<file path="src/rtl/scan_chain_seq_ctrl_pkg.sv">
// Shared types and helpers for the scan-chain sequencer: FSM state encoding,
// beat terminal-count helper and total sequence length for benches.
package scan_seq_pkg;

    localparam int DEF_CHAIN_LEN = 16;

    typedef enum logic [2:0] {
        ST_IDLE    = 3'd0,
        ST_SHIFT   = 3'd1,
        ST_CAPTURE = 3'd2,
        ST_UNLOAD  = 3'd3,
        ST_FINISH  = 3'd4
    } seq_state_t;

    function automatic int beat_tc(input int chain_len);
        return chain_len - 1;
    endfunction

    // Cycles BUSY stays high; DONE is asserted in the last of them.
    function automatic int seq_len(input int chain_len, input int pat_cnt);
        return (pat_cnt == 0) ? 1 : pat_cnt * (chain_len + 1) + chain_len + 1;
    endfunction

endpackage

</file>
<file path="src/rtl/scan_chain_seq_ctrl_if.sv">
// Bundle between pattern engine / scan chain (master) and the sequencer (slave).
interface scan_chain_seq_if #(
    parameter int PAT_W = 8
) ();
    logic             start;
    logic [PAT_W-1:0] pat_cnt;
    logic             si_data;
    logic             si_valid;
    logic             si_ready;
    logic             si;
    logic             so;
    logic             se;
    logic             ce;
    logic             so_data;
    logic             so_valid;
    logic             busy;
    logic             done;

    modport master (
        output start, pat_cnt, si_data, si_valid, so,
        input  si_ready, si, se, ce, so_data, so_valid, busy, done
    );

    modport slave (
        input  start, pat_cnt, si_data, si_valid, so,
        output si_ready, si, se, ce, so_data, so_valid, busy, done
    );
endinterface

</file>
<file path="src/rtl/scan_chain_seq_ctrl_beat_counter.sv">
// Shift-beat up-counter with enable, synchronous clear and terminal-count flag.
module scan_beat_counter #(
    parameter int BEAT_W = 4,
    parameter int TC_VAL = 15
) (
    input  logic i_clk,
    input  logic i_rst,
    input  logic i_clr,
    input  logic i_en,
    output logic o_tc
);
    logic [BEAT_W-1:0] r_beat;

    always_ff @(posedge i_clk or posedge i_rst) begin
        if (i_rst) begin
            r_beat <= '0;
        end else if (i_clr) begin
            r_beat <= '0;
        end else if (i_en) begin
            r_beat <= r_beat + BEAT_W'(1);
        end
    end

    assign o_tc = (r_beat == BEAT_W'(TC_VAL));
endmodule

</file>
<file path="src/rtl/scan_chain_seq_ctrl.sv">
// Scan-chain sequencer: serial load, one-cycle capture per pattern, final unload,
// with the first load's shifted-out bits marked as not meaningful.
module scan_chain_seq_ctrl
    import scan_seq_pkg::*;
#(
    parameter int CHAIN_LEN = DEF_CHAIN_LEN,
    parameter int BEAT_W    = $clog2(CHAIN_LEN),
    parameter int PAT_W     = 8
) (
    input  logic            i_clk,
    input  logic            i_rst,
    scan_chain_seq_if.slave bus
);
    localparam int BEAT_TC = beat_tc(CHAIN_LEN);

    seq_state_t       r_state;
    logic [PAT_W-1:0] r_remaining;
    logic             r_first;
    logic             r_se;
    logic             r_busy;
    logic             r_done;

    logic w_shift;
    logic w_beat;
    logic w_beat_en;
    logic w_beat_clr;
    logic w_tc;

    assign w_shift    = (r_state == ST_SHIFT);
    assign w_beat     = w_shift & bus.si_valid;
    assign w_beat_en  = w_beat | (r_state == ST_UNLOAD);
    // IDLE holds the counter at zero so every sequence starts on beat 0.
    assign w_beat_clr = (w_beat_en & w_tc) | (r_state == ST_IDLE);

    scan_beat_counter #(
        .BEAT_W (BEAT_W),
        .TC_VAL (BEAT_TC)
    ) u_beat (
        .i_clk (i_clk),
        .i_rst (i_rst),
        .i_clr (w_beat_clr),
        .i_en  (w_beat_en),
        .o_tc  (w_tc)
    );

    always_ff @(posedge i_clk or posedge i_rst) begin
        if (i_rst) begin
            r_state     <= ST_IDLE;
            r_remaining <= '0;
            r_first     <= 1'b1;
            r_se        <= 1'b0;
            r_busy      <= 1'b0;
            r_done      <= 1'b0;
        end else begin
            case (r_state)
                ST_IDLE: begin
                    if (bus.start) begin
                        r_remaining <= bus.pat_cnt;
                        r_first     <= 1'b1;
                        r_busy      <= 1'b1;
                        if (bus.pat_cnt != '0) begin
                            r_state <= ST_SHIFT;
                            r_se    <= 1'b1;
                        end else begin
                            r_state <= ST_FINISH;
                            r_done  <= 1'b1;
                        end
                    end
                end
                ST_SHIFT: begin
                    if (w_beat && w_tc) begin
                        r_state <= ST_CAPTURE;
                        r_se    <= 1'b0;
                    end
                end
                ST_CAPTURE: begin
                    r_remaining <= r_remaining - PAT_W'(1);
                    r_first     <= 1'b0;
                    r_se        <= 1'b1;
                    r_state     <= (r_remaining == PAT_W'(1)) ? ST_UNLOAD : ST_SHIFT;
                end
                ST_UNLOAD: begin
                    if (w_tc) begin
                        r_state <= ST_FINISH;
                        r_se    <= 1'b0;
                        r_done  <= 1'b1;
                    end
                end
                ST_FINISH: begin
                    r_state <= ST_IDLE;
                    r_busy  <= 1'b0;
                    r_done  <= 1'b0;
                end
                default: begin
                    r_state <= ST_IDLE;
                    r_se    <= 1'b0;
                    r_busy  <= 1'b0;
                    r_done  <= 1'b0;
                end
            endcase
        end
    end

    assign bus.se       = r_se;
    assign bus.busy     = r_busy;
    assign bus.done     = r_done;
    assign bus.si_ready = w_shift;
    assign bus.ce       = w_beat | (r_state == ST_CAPTURE) | (r_state == ST_UNLOAD);
    assign bus.si       = w_beat & bus.si_data;
    // The very first load pushes out uninitialised chain contents.
    assign bus.so_valid = (w_beat & ~r_first) | (r_state == ST_UNLOAD);
    assign bus.so_data  = bus.so;
endmodule

</file>
<file path="src/flat_wrapper.sv">
// flat-port wrapper written by rule: the top's interface ports become plain ports
module scan_chain_seq_ctrl_flat import scan_seq_pkg::*;
#(
    parameter int CHAIN_LEN = DEF_CHAIN_LEN,
    parameter int BEAT_W    = $clog2(CHAIN_LEN),
    parameter int PAT_W     = 8
)
  (i_clk, i_rst, bus_start, bus_pat_cnt, bus_si_data, bus_si_valid, bus_so, bus_si_ready, bus_si, bus_se, bus_ce, bus_so_data, bus_so_valid, bus_busy, bus_done);
  scan_chain_seq_if #(.PAT_W(PAT_W)) bus_i ();
  input  logic i_clk;
  input  logic i_rst;
  input wire logic [$bits(bus_i.start)-1:0] bus_start;
  input wire logic [$bits(bus_i.pat_cnt)-1:0] bus_pat_cnt;
  input wire logic [$bits(bus_i.si_data)-1:0] bus_si_data;
  input wire logic [$bits(bus_i.si_valid)-1:0] bus_si_valid;
  input wire logic [$bits(bus_i.so)-1:0] bus_so;
  output wire logic [$bits(bus_i.si_ready)-1:0] bus_si_ready;
  output wire logic [$bits(bus_i.si)-1:0] bus_si;
  output wire logic [$bits(bus_i.se)-1:0] bus_se;
  output wire logic [$bits(bus_i.ce)-1:0] bus_ce;
  output wire logic [$bits(bus_i.so_data)-1:0] bus_so_data;
  output wire logic [$bits(bus_i.so_valid)-1:0] bus_so_valid;
  output wire logic [$bits(bus_i.busy)-1:0] bus_busy;
  output wire logic [$bits(bus_i.done)-1:0] bus_done;
  assign bus_i.start = bus_start;
  assign bus_i.pat_cnt = bus_pat_cnt;
  assign bus_i.si_data = bus_si_data;
  assign bus_i.si_valid = bus_si_valid;
  assign bus_i.so = bus_so;
  assign bus_si_ready = bus_i.si_ready;
  assign bus_si = bus_i.si;
  assign bus_se = bus_i.se;
  assign bus_ce = bus_i.ce;
  assign bus_so_data = bus_i.so_data;
  assign bus_so_valid = bus_i.so_valid;
  assign bus_busy = bus_i.busy;
  assign bus_done = bus_i.done;
  scan_chain_seq_ctrl #(.CHAIN_LEN(CHAIN_LEN), .BEAT_W(BEAT_W), .PAT_W(PAT_W)) u_core (.i_clk(i_clk), .i_rst(i_rst), .bus(bus_i));
endmodule
</file>
<file path="config.mk">
export PLATFORM = sky130hd
export DESIGN_NAME = scan_chain_seq_ctrl_flat
export DESIGN_NICKNAME = d
export VERILOG_FILES = /design/src/rtl/scan_chain_seq_ctrl_pkg.sv /design/src/rtl/scan_chain_seq_ctrl_if.sv /design/src/rtl/scan_chain_seq_ctrl_beat_counter.sv /design/src/rtl/scan_chain_seq_ctrl.sv /design/src/flat_wrapper.sv
export SDC_FILE = /design/constraint.sdc
export NUM_CORES = 1
export LEC_CHECK = 0
export CORE_AREA = 8 8 53 65
export DETAILED_ROUTE_END_ITERATION = 10
export DIE_AREA = 0 0 61 73
export PLACE_DENSITY = 0.8
export SYNTH_ARGS = -nofsm -noshare
export SYNTH_HDL_FRONTEND = slang
export SYNTH_HIERARCHICAL = 1
export SYNTH_SLANG_ARGS = --single-unit
</file>
<file path="constraint.sdc">
create_clock -name i_clk -period 2.2 [get_ports i_clk]
set_clock_uncertainty 0.05 [all_clocks]
set_input_delay 0.66 -clock i_clk [delete_from_list [all_inputs] [get_ports i_clk]]
set_output_delay 0.66 -clock i_clk [all_outputs]
set_load 0.01 [all_outputs]
</file>
# [After elaboration in Yosys (flattened, before gate mapping)]
# Index checks and enable logic that the tools add are counted.
[word_totals] ff_bits=19 word_cells=67 output_inout_bits=8 input_bits=14
[classes] muxes=22 n_addsub=2 n_bitwise=13 n_reduce_logical=12 n_eq_ne=11
[op_table] operator="one-hot mux 8 bit (2 select lines)" n=1
[op_table] operator="two-way mux 3 bit" n=4
[op_table] operator="one-hot mux 3 bit (4 select lines)" n=1
[op_table] operator="== test 8 x 1 -> 1 bit, second input constant" n=1
[op_table] operator="two-way mux 1 bit" n=8
[op_table] operator="two-way mux 4 bit" n=2
[op_table] operator="two-way mux 8 bit" n=1
[op_table] operator="!= test 2 bit, second input constant" n=4
[op_table] operator="nonzero test 8 bit" n=1
[op_table] operator="subtractor 8 x 1 -> 8 bit, second input constant" n=1
[op_table] operator="== test 3 x 2 -> 1 bit, second input constant" n=2
[op_table] operator="OR 1 bit" n=5
[op_table] operator="one-hot mux 1 bit (5 select lines)" n=1
[op_table] operator="AND reduction 5 bit" n=1
[op_table] operator="adder 4 x 1 -> 4 bit, second input constant" n=1
[op_table] operator="bitwise AND 1 bit" n=4
[op_table] operator="== test 4 bit, second input constant" n=1
[op_table] operator="NOT 1 bit" n=4
[op_table] operator="one-hot mux 1 bit (2 select lines)" n=2
[op_table] operator="AND reduction 2 bit" n=2
[op_table] operator="AND reduction 4 bit" n=1
[op_table] operator="nonzero test 2 bit" n=2
[op_table] operator="== test 3 x 1 -> 1 bit, second input constant" n=1
[op_table] operator="== test 3 bit, second input constant" n=1
[op_table] operator="other kinds (8)" n=8

# [Longest topological paths before layout]
# Gate-level depths: netlist (run 1).
[logic_depth] ltp_word=6 ltp_mapped=6 mapped_depth_nobuf=6

# [Hierarchy]
# Netlist (run 1), hierarchy kept.
[by_module_without_submodules] module="scan_chain_seq_ctrl" n_inst=1 area_per_inst_um2=985.9 cells_per_inst=107 seq_area_each_um2=376.6
[by_module_without_submodules] module="scan_beat_counter" n_inst=1 area_per_inst_um2=202.7 cells_per_inst=18 seq_area_each_um2=100.1

# [Worst setup path before layout (run 1)]
# No wires, ideal clock.
[synth_timing] kind="register to output" start="register u_core.r_state[2]" end="output port bus_ce" arrival_time_ps=1157 path_buffers=1 slack_ps=333 stages_incl_launch_ff=4 path_cell_list="dfrtp_1 buf_6 or2b_1 o21ai_0"
[synth_via] elab_chain_len=4
[synth_lines] item="start: declaration" line_no="scan_chain_seq_ctrl.sv:16" text="seq_state_t r_state;"
[synth_lines] item="start signal: assignment" line_no="scan_chain_seq_ctrl.sv:80" text="r_state <= (r_remaining == PAT_W'(1)) ? ST_UNLOAD : ST_SHIFT;"
[synth_lines] item="== test 3 x 1 -> 1 bit" line_no="scan_chain_seq_ctrl.sv:29" text="assign w_shift = (r_state == ST_SHIFT);"
[synth_lines] item="bitwise AND 1 bit" line_no="scan_chain_seq_ctrl.sv:30" text="assign w_beat = w_shift & bus.si_valid;"
[synth_lines] item="OR 1 bit" line_no="scan_chain_seq_ctrl.sv:108" text="assign bus.ce = w_beat | (r_state == ST_CAPTURE) | (r_state == ST_UNLOAD);"
[synth_lines] item="OR 1 bit *" line_no="scan_chain_seq_ctrl.sv:108"
[synth_lines] item="end: declaration" line_no="flat_wrapper.sv:20" text="output wire logic [$bits(bus_i.ce)-1:0] bus_ce;"
# Mark *: on every way between the ends. The rest lies on a longest branch, timed or not.

# [Worst setup path in the final report (run 1)]
# Ends and elaborated chain as after synthesis.

==> summary.md, run 1 <==
| Metric | Value |
|---|---|
| Via Count | 1,132 |
| Core area | 2430 µm² |
| Post-synth EDFFs | 0 |
| Final min period | 2.12 ns |
| Status | finished, final reports clean |
| Pwr per Cell Area | ~1300 nW/µm² |
| Post-route ant nets | 0 |
| CTS Root Cell | clkbuf_4 |
| Crit-path cells | buf_6 > or3b_4 > o21ai_2 > buf_2 |
| Vias in the first global route | 1,143 |
| Worst Path Required | between 1 and 1.5 ns |
| Worst-path clk slew | 0.11 ns |
| H-tree level count | 1 |
| Sum Neg Setup Slack | 0 ns |
| Final #Nets | 185 |
| Worst hold path cell count | 2 |
| Syn. warnings | 6 |
| FF+latch count, synth | 19 |
| RePlAce Congestion | just over 0.9 |
| Layout cells sized above 1 | 0.257 |
| Syn nets | 142 |
| LEAKAGE | 0.706 nW |
| CTS Hold Buffers Added | 0 |
| CP max-delay cell | dfrtp_1 |
| Peak supply drop | 0.664 mV |
| TritonCTS clock tree | done |
| Detailed-route DRC error count | 0 |
| Die footprint | 4450 µm² |
| Initial Utilization | 0.490 |
| Top delay family on crit path | flip-flops |
| Die W | around 61 µm |
| Worst-Skew Late Latency | 0.30 ns |
| Number of diodes | 0 |
| Total track usage | 0.144 |
| Hold Slack | 0.472 ns |
| Buffers on Ports | 19 |
| Crit-path max cell delay | 0.41 ns |
| Wire per inst | 14.6 µm |
| Final setup fails | 0 |
| Startpoint types | flip-flop |
| Final WL | 2930 µm |
| Post-Syn Instances | 125 |
| Drt initial violations | 29 |
| Cell variety after synth | 48 |
| Post-synth top area share | 0.379 |
| Min-delay worst type | flip-flop to flip-flop |
| First-pass GRT wire length | ~5000 µm |
| Chip height | 73 µm |
| Post-synthesis cell area | 1190 µm² |
| Sequential share of the synthesized area | 0.401 |
| Total CTS buffers | 3 |
| Num ports | 22 |
| Critical path buffer and inverter count | 2 |
| Leading area contributor after synthesis | dfrtp_1 |
| Endpoint class of the critical path | output port |
| Relative slew margins | 0.595 |
| Reg2Reg Depth | 7 |
| Part of the cycle the worst path needs | 0.964 |
| Post-DP HPWL | 2350 µm |
| Final Total Pwr | 2.06 mW |
| Syn avg cell area | 9.51 µm² |
| Max_cap viols | 0 |
| Setup CP Type | flip-flop to output port |
| Via density | 5.66 |
| Antenna violations before repair | 0 |
| FMAX | 471 MHz |
| Drt pass-1 iters | 4 |
| Ys async rst share | 1.00 |
| Arrival time at the worst endpoint | 1.41 ns |
| Row count | 20 |
| Pre-CTS setup slack | -0.472 ns |
| Max Buffers Root-to-Sink | 2 |
| Sink Count | 19 |
| Synth area leaders | dfrtp_1 38%, nor2_1 5.7%, nor4b_4 4.0% |
| Area grow syn2layout | 32.7% |
| Final Max Slew Viols | 0 |
| Final hold viol count | 0 |
| Worst setup margin | 0.0784 ns |
| Largest net degree at the start of global routing | 16 |
| Worst slew pin tran | 0.607 ns |
| Top FF cell, synth | dfrtp_1 |
| Worst Path Max Fanout | 4 |
| CP Depth | 4 |
| Residual overflow from global routing | 0 |
| Synth cell count leaders | 18 x dfrtp_1, 18 x nor2_1, 9 x a21oi_1, 9 x inv_1, 5 x nand2_1 |
-- registers in the layout, indices dropped and copies added (netlist names) --
register	cells
u_core/bus.busy	1
u_core/bus.se	1
u_core/r_remaining	8
u_core/u_beat/r_beat	4
u_core/bus.done	1
u_core/r_first	1
u_core/r_state	3
-- cell type report --
class	count	area [µm²]
Sequential cell	19	477
Multi-Input combinational cell	93	651
Fill cell	192	850
Clock buffer	4	26.3
Timing Repair Buffer	42	349
Tap cell	33	41.3
Inverter	9	33.8
-- final timing paths --
path | start | slack (ns) | end
setup / recovery | u_core/r_state[2] | 0.08 | bus_ce
hold reg to reg | u_core/r_first | 0.47 | u_core/r_first
setup reg to reg | u_core/u_beat/r_beat[0] | 0.27 | u_core/u_beat/r_beat[3]
max in group asynchronous | i_rst | 1.00 | u_core/r_remaining[4]
hold / removal | u_core/r_first | 0.47 | u_core/r_first
min in group asynchronous | i_rst | 0.52 | u_core/u_beat/r_beat[3]
-- layout by cell type (no fill, tap or decap), drive strengths merged, types with 2 or more instances in the layout --
master,count
a211oi,3
a21oi,10
a311oi,2
and3,2
buf,26
clkbuf,4
clkdlybuf4s50,14
dfrtp,18
dlygate4sd2,2
ha,3
inv,9
mux2i,3
nand2,5
nand3,2
nand4,4
nor2,20
nor2b,4
nor3,4
nor4b,2
o21ai,4
or4,2
-- per-layer routing --
| layer | up-vias | share of wire | global-route usage |
|---|---|---|---|
| met1 | 537 | 0.42 | 0.161 |
| met2 | 43 | 0.51 | 0.245 |
| met4 | 0 | 0.021 | 0.0675 |
| met3 | 8 | 0.052 | 0.0317 |
| li1 | 544 | - | - |
| met5 | - | 0 | 0 |
-- cells by family after synthesis --
family	count (synthesis)	share of synthesized area
flip-flops	19	0.401
multiplexers	4	0.0379
AO/OA/AOI/OAI	32	0.187
AND/OR/NAND/NOR	53	0.278
adder cells (fa/ha/maj)	3	0.0316
buffers and inverters	13	0.0568
XOR/XNOR	1	0.00737
-- worst reg2reg max path, cell delays in order, from the launching register on --
cell,delay (ns)
dfrtp_1,0.40
ha_1,0.20
and3_1,0.27
o21ai_1,0.12
a211oi_1,0.32
buf_4,0.18
nor2_1,0.04
mux2_4,0.26
-- metrics by stage --
stage,instance area (µm²),util,cells
after floorplan,1190,-,125
after global placement,1540,0.636,194
after detailed placement,1540,0.636,194
after CTS,1560,0.644,199
after global routing,1580,0.650,200
final,1580,0.650,200
-- power breakdown --
part | internal [mW] | switching [mW]
logic | 0.608 | 0.607
clock network | 0.0706 | 0.105
registers | 0.527 | 0.147
-- timing repair --
action	CTS	global route
setup endpoints to repair	4	1
pin swaps	0	1
gates resized for setup	15	3
gates cloned	0	0
setup buffers	1	1
Note: power is estimated with default switching activity, not from simulation.
==> run 2: changes to the inputs <==
--- a/config.mk
+++ b/config.mk
@@ -9,6 +9,7 @@
 export DETAILED_ROUTE_END_ITERATION = 10
 export DIE_AREA = 0 0 61 73
 export PLACE_DENSITY = 0.8
+export SKIP_CTS_REPAIR_TIMING = 1
 export SYNTH_ARGS = -nofsm -noshare
 export SYNTH_HDL_FRONTEND = slang
 export SYNTH_HIERARCHICAL = 1
==> run 2 against run 1 <==
  * Flip-flop and latch count unchanged
  * Cell area about the same
  * First-iteration DRC count is 3.4% lower
  * Highest routed layer unchanged
  * Fmax decreased by 1.3%
  * Non-clock buffer count decreased by 2
  * Count of clock-buffer cells in the layout stayed put
==> summary.md, run 2 (synthesis gave the netlist of run 1 again) <==
| Metric | Value |
|---|---|
| Status | finished, final reports clean (unchanged) |
| Final min period | 2.15 ns (was 2.12 ns) |
| Biggest regs | u_core/r_remaining (8), u_core/u_beat/r_beat (4), u_core/r_state (3) (unchanged) |
| Layout cells sized above 1 | 0.236 (was 0.257) |
| Worst slew pin tran | 0.608 ns (was 0.607 ns) |
| Sequential Power Share | 0.334 (was 0.326) |
| Pwr per Cell Area | 1290 nW/µm² (was 1310 nW/µm²) |
| Post-route insts no fill | 198 (was 200) |
| Number of diodes | 0 (unchanged) |
| Worst-Skew Late Latency | 0.30 ns (about the same) |
| CP max-delay cell | clkdlybuf4s50_1 (was dfrtp_1) |
| Fill count | 192 (unchanged) |
| Drt pass-1 iters | 4 (unchanged) |
| Post-DP Area | 1540 µm² (unchanged) |
| Sum Neg Setup Slack | 0 ns (unchanged) |
| Peak supply drop | 0.670 mV (was 0.664 mV) |
| Final Max Slew Viols | 0 (unchanged) |
| Inst Count DP | 194 (unchanged) |
| Worst Path Required | 1.49 ns (about the same) |
| RePlAce Congestion | 0.919 (unchanged) |
| Logic pwr share | 0.580 (was 0.588) |
| Residual overflow from global routing | 0 (unchanged) |
| Vias in the first global route | 1,140 (was 1,143) |
| Top reg by flops | u_core/r_remaining (unchanged) |
| Net Sw Frac | 0.412 (was 0.416) |
| H-tree level count | 1 (unchanged) |
| Commonest non-fill, non-tap cell in the layout | buf_4 (unchanged) |
| Antenna violations before repair | 0 (unchanged) |
| Post-DP HPWL | 2350 µm (unchanged) |
| Wire per inst | 14.7 µm (was 14.6 µm) |
| Post-route ant nets | 0 (unchanged) |
| CTS Root Cell | clkbuf_4 (unchanged) |
| FMAX | 465 MHz (was 471 MHz) |
| Startpoint types | input port (was flip-flop) |
| First-pass GRT wire length | 4930 µm (was 4970 µm) |
| Largest net degree at the start of global routing | 16 (unchanged) |
| Die W | 61 µm (unchanged) |
| Num ports | 22 (unchanged) |
| Via Count | 1,108 (was 1,132) |
| Sw power | 841 µW (was 858 µW) |
| Final setup fails | 0 (unchanged) |
| Crit-path max cell delay | 0.45 ns (was 0.41 ns) |
| Setup CP Type | input port to output port (was flip-flop to output port) |
| Via density | 5.60 (was 5.66) |
| LEAKAGE | 0.731 nW (was 0.706 nW) |
| Unrepaired setup endpoints after global routing | true |
| Total CTS buffers | 3 (unchanged) |
| Core area | 2430 µm² (unchanged) |
| Part of the cycle the worst path needs | 0.977 (was 0.964) |
| Clock power frac | 0.086 (was 0.085) |
| Min-delay worst type | flip-flop to flip-flop (unchanged) |
| Arrival time at the worst endpoint | 1.44 ns (was 1.41 ns) |
| Chip height | 73 µm (unchanged) |
| Endpoint class of the critical path | output port (unchanged) |
| Drt initial violations | 28 (was 29) |
| Max_cap viols | 0 (unchanged) |
| Internal | 1.20 mW (was 1.21 mW) |
| Total track usage | 0.142 (was 0.144) |
| Worst Path Max Fanout | 1 (was 4) |
| Final #Nets | 183 (was 185) |
| Detailed-route DRC error count | 0 (unchanged) |
| Worst-path clk slew | 0.11 ns (about the same) |
| Top delay family on crit path | buffers and inverters (was flip-flops) |
| Hold Slack | 0.471 ns (was 0.472 ns) |
| Row count | 20 (unchanged) |
| Initial Utilization | 0.490 (unchanged) |
| Final WL | 2920 µm (was 2930 µm) |
| Buffers on Ports | 19 (unchanged) |
| Die footprint | 4450 µm² (unchanged) |
| Area grow syn2layout | 32.8% (was 32.7%) |
| TritonCTS clock tree | done (unchanged) |
| Post-route cell area | 1580 µm² (about the same) |
| Commonest non-fill, non-tap cells in the layout | 21 x buf_4, 17 x nor2_1, 17 x dfrtp_1 (was 22 x buf_4, 18 x dfrtp_1, 17 x nor2_1) |
| Relative slew margins | 0.594 (was 0.595) |
| Max Buffers Root-to-Sink | 2 (unchanged) |
| Final hold viol count | 0 (unchanged) |
| Critical path buffer and inverter count | 2 (unchanged) |
| Sink Count | 19 (unchanged) |
| Crit-path cells | clkdlybuf4s50_1 > and3_1 > dlymetal6s2s_1 (was buf_6 > or3b_4 > o21ai_2 > buf_2) |
| Max reg flops | 8 (unchanged) |
[run 2: worst register-to-register path, stage by stage, from the launching register on]
cell and delay [ns]:
dfrtp_1 0.40, ha_1 0.20, and3_1 0.27, o21ai_1 0.12
a211oi_1 0.29, buf_4 0.17, nor2_1 0.04, mux2_4 0.26
[run 2: cell type report]
type	count	area [µm²]	share of cell area
multi-input cells	93	647	0.410
flip-flops and latches	19	478	0.303
repair buffers	40	353	0.223
well taps	33	41.3	0.0261
inverters	9	33.8	0.0214
clock buffers	4	26.3	0.0166
[run 2: power by group through the flow]
| stage | Clock [mW] | Combinational, mW | Sequential, mW |
|---|---|---|---|
| global placement | 0 | 1.16 | 0.667 |
| detailed placement | 0 | 1.21 | 0.679 |
| finish | 0.175 | 1.18 | 0.682 |
| CTS | 0.186 | 1.22 | 0.673 |
| floorplan | 0 | 0.721 | 0.688 |
| global route | 0.202 | 1.31 | 0.700 |
[run 2: path summary, 6_finish.rpt]
kind,start,endpoint,slack [ns],cells after the start
setup reg to reg,u_core/u_beat/r_beat[0],u_core/u_beat/r_beat[3],0.30,7
hold / removal,u_core/bus.busy,u_core/bus.busy,0.47,2
max in group asynchronous,i_rst,u_core/r_state[2],0.97,2
setup / recovery,bus_si_data,bus_si,0.05,3
min in group asynchronous,i_rst,u_core/u_beat/r_beat[3],0.53,2
hold reg to reg,u_core/bus.busy,u_core/bus.busy,0.47,2
[run 2: metal layers]
metal,GRT usage,up-vias,routed length [µm]
met3,0.0282,8,108
met5,0,-,0
met2,0.243,32,1510
met4,0.0675,0,61
li1,-,539,-
met1,0.161,529,1240
[run 2: per-stage QoR]
stage	setup WS [ns]	util	total power, mW
floorplan	0.333	-	1.41
global placement	-0.434	0.636	1.83
detailed placement	-0.472	0.636	1.89
CTS	-0.462	0.647	2.08
global route	-0.00231	0.651	2.22
finish	0.0513	0.651	2.04
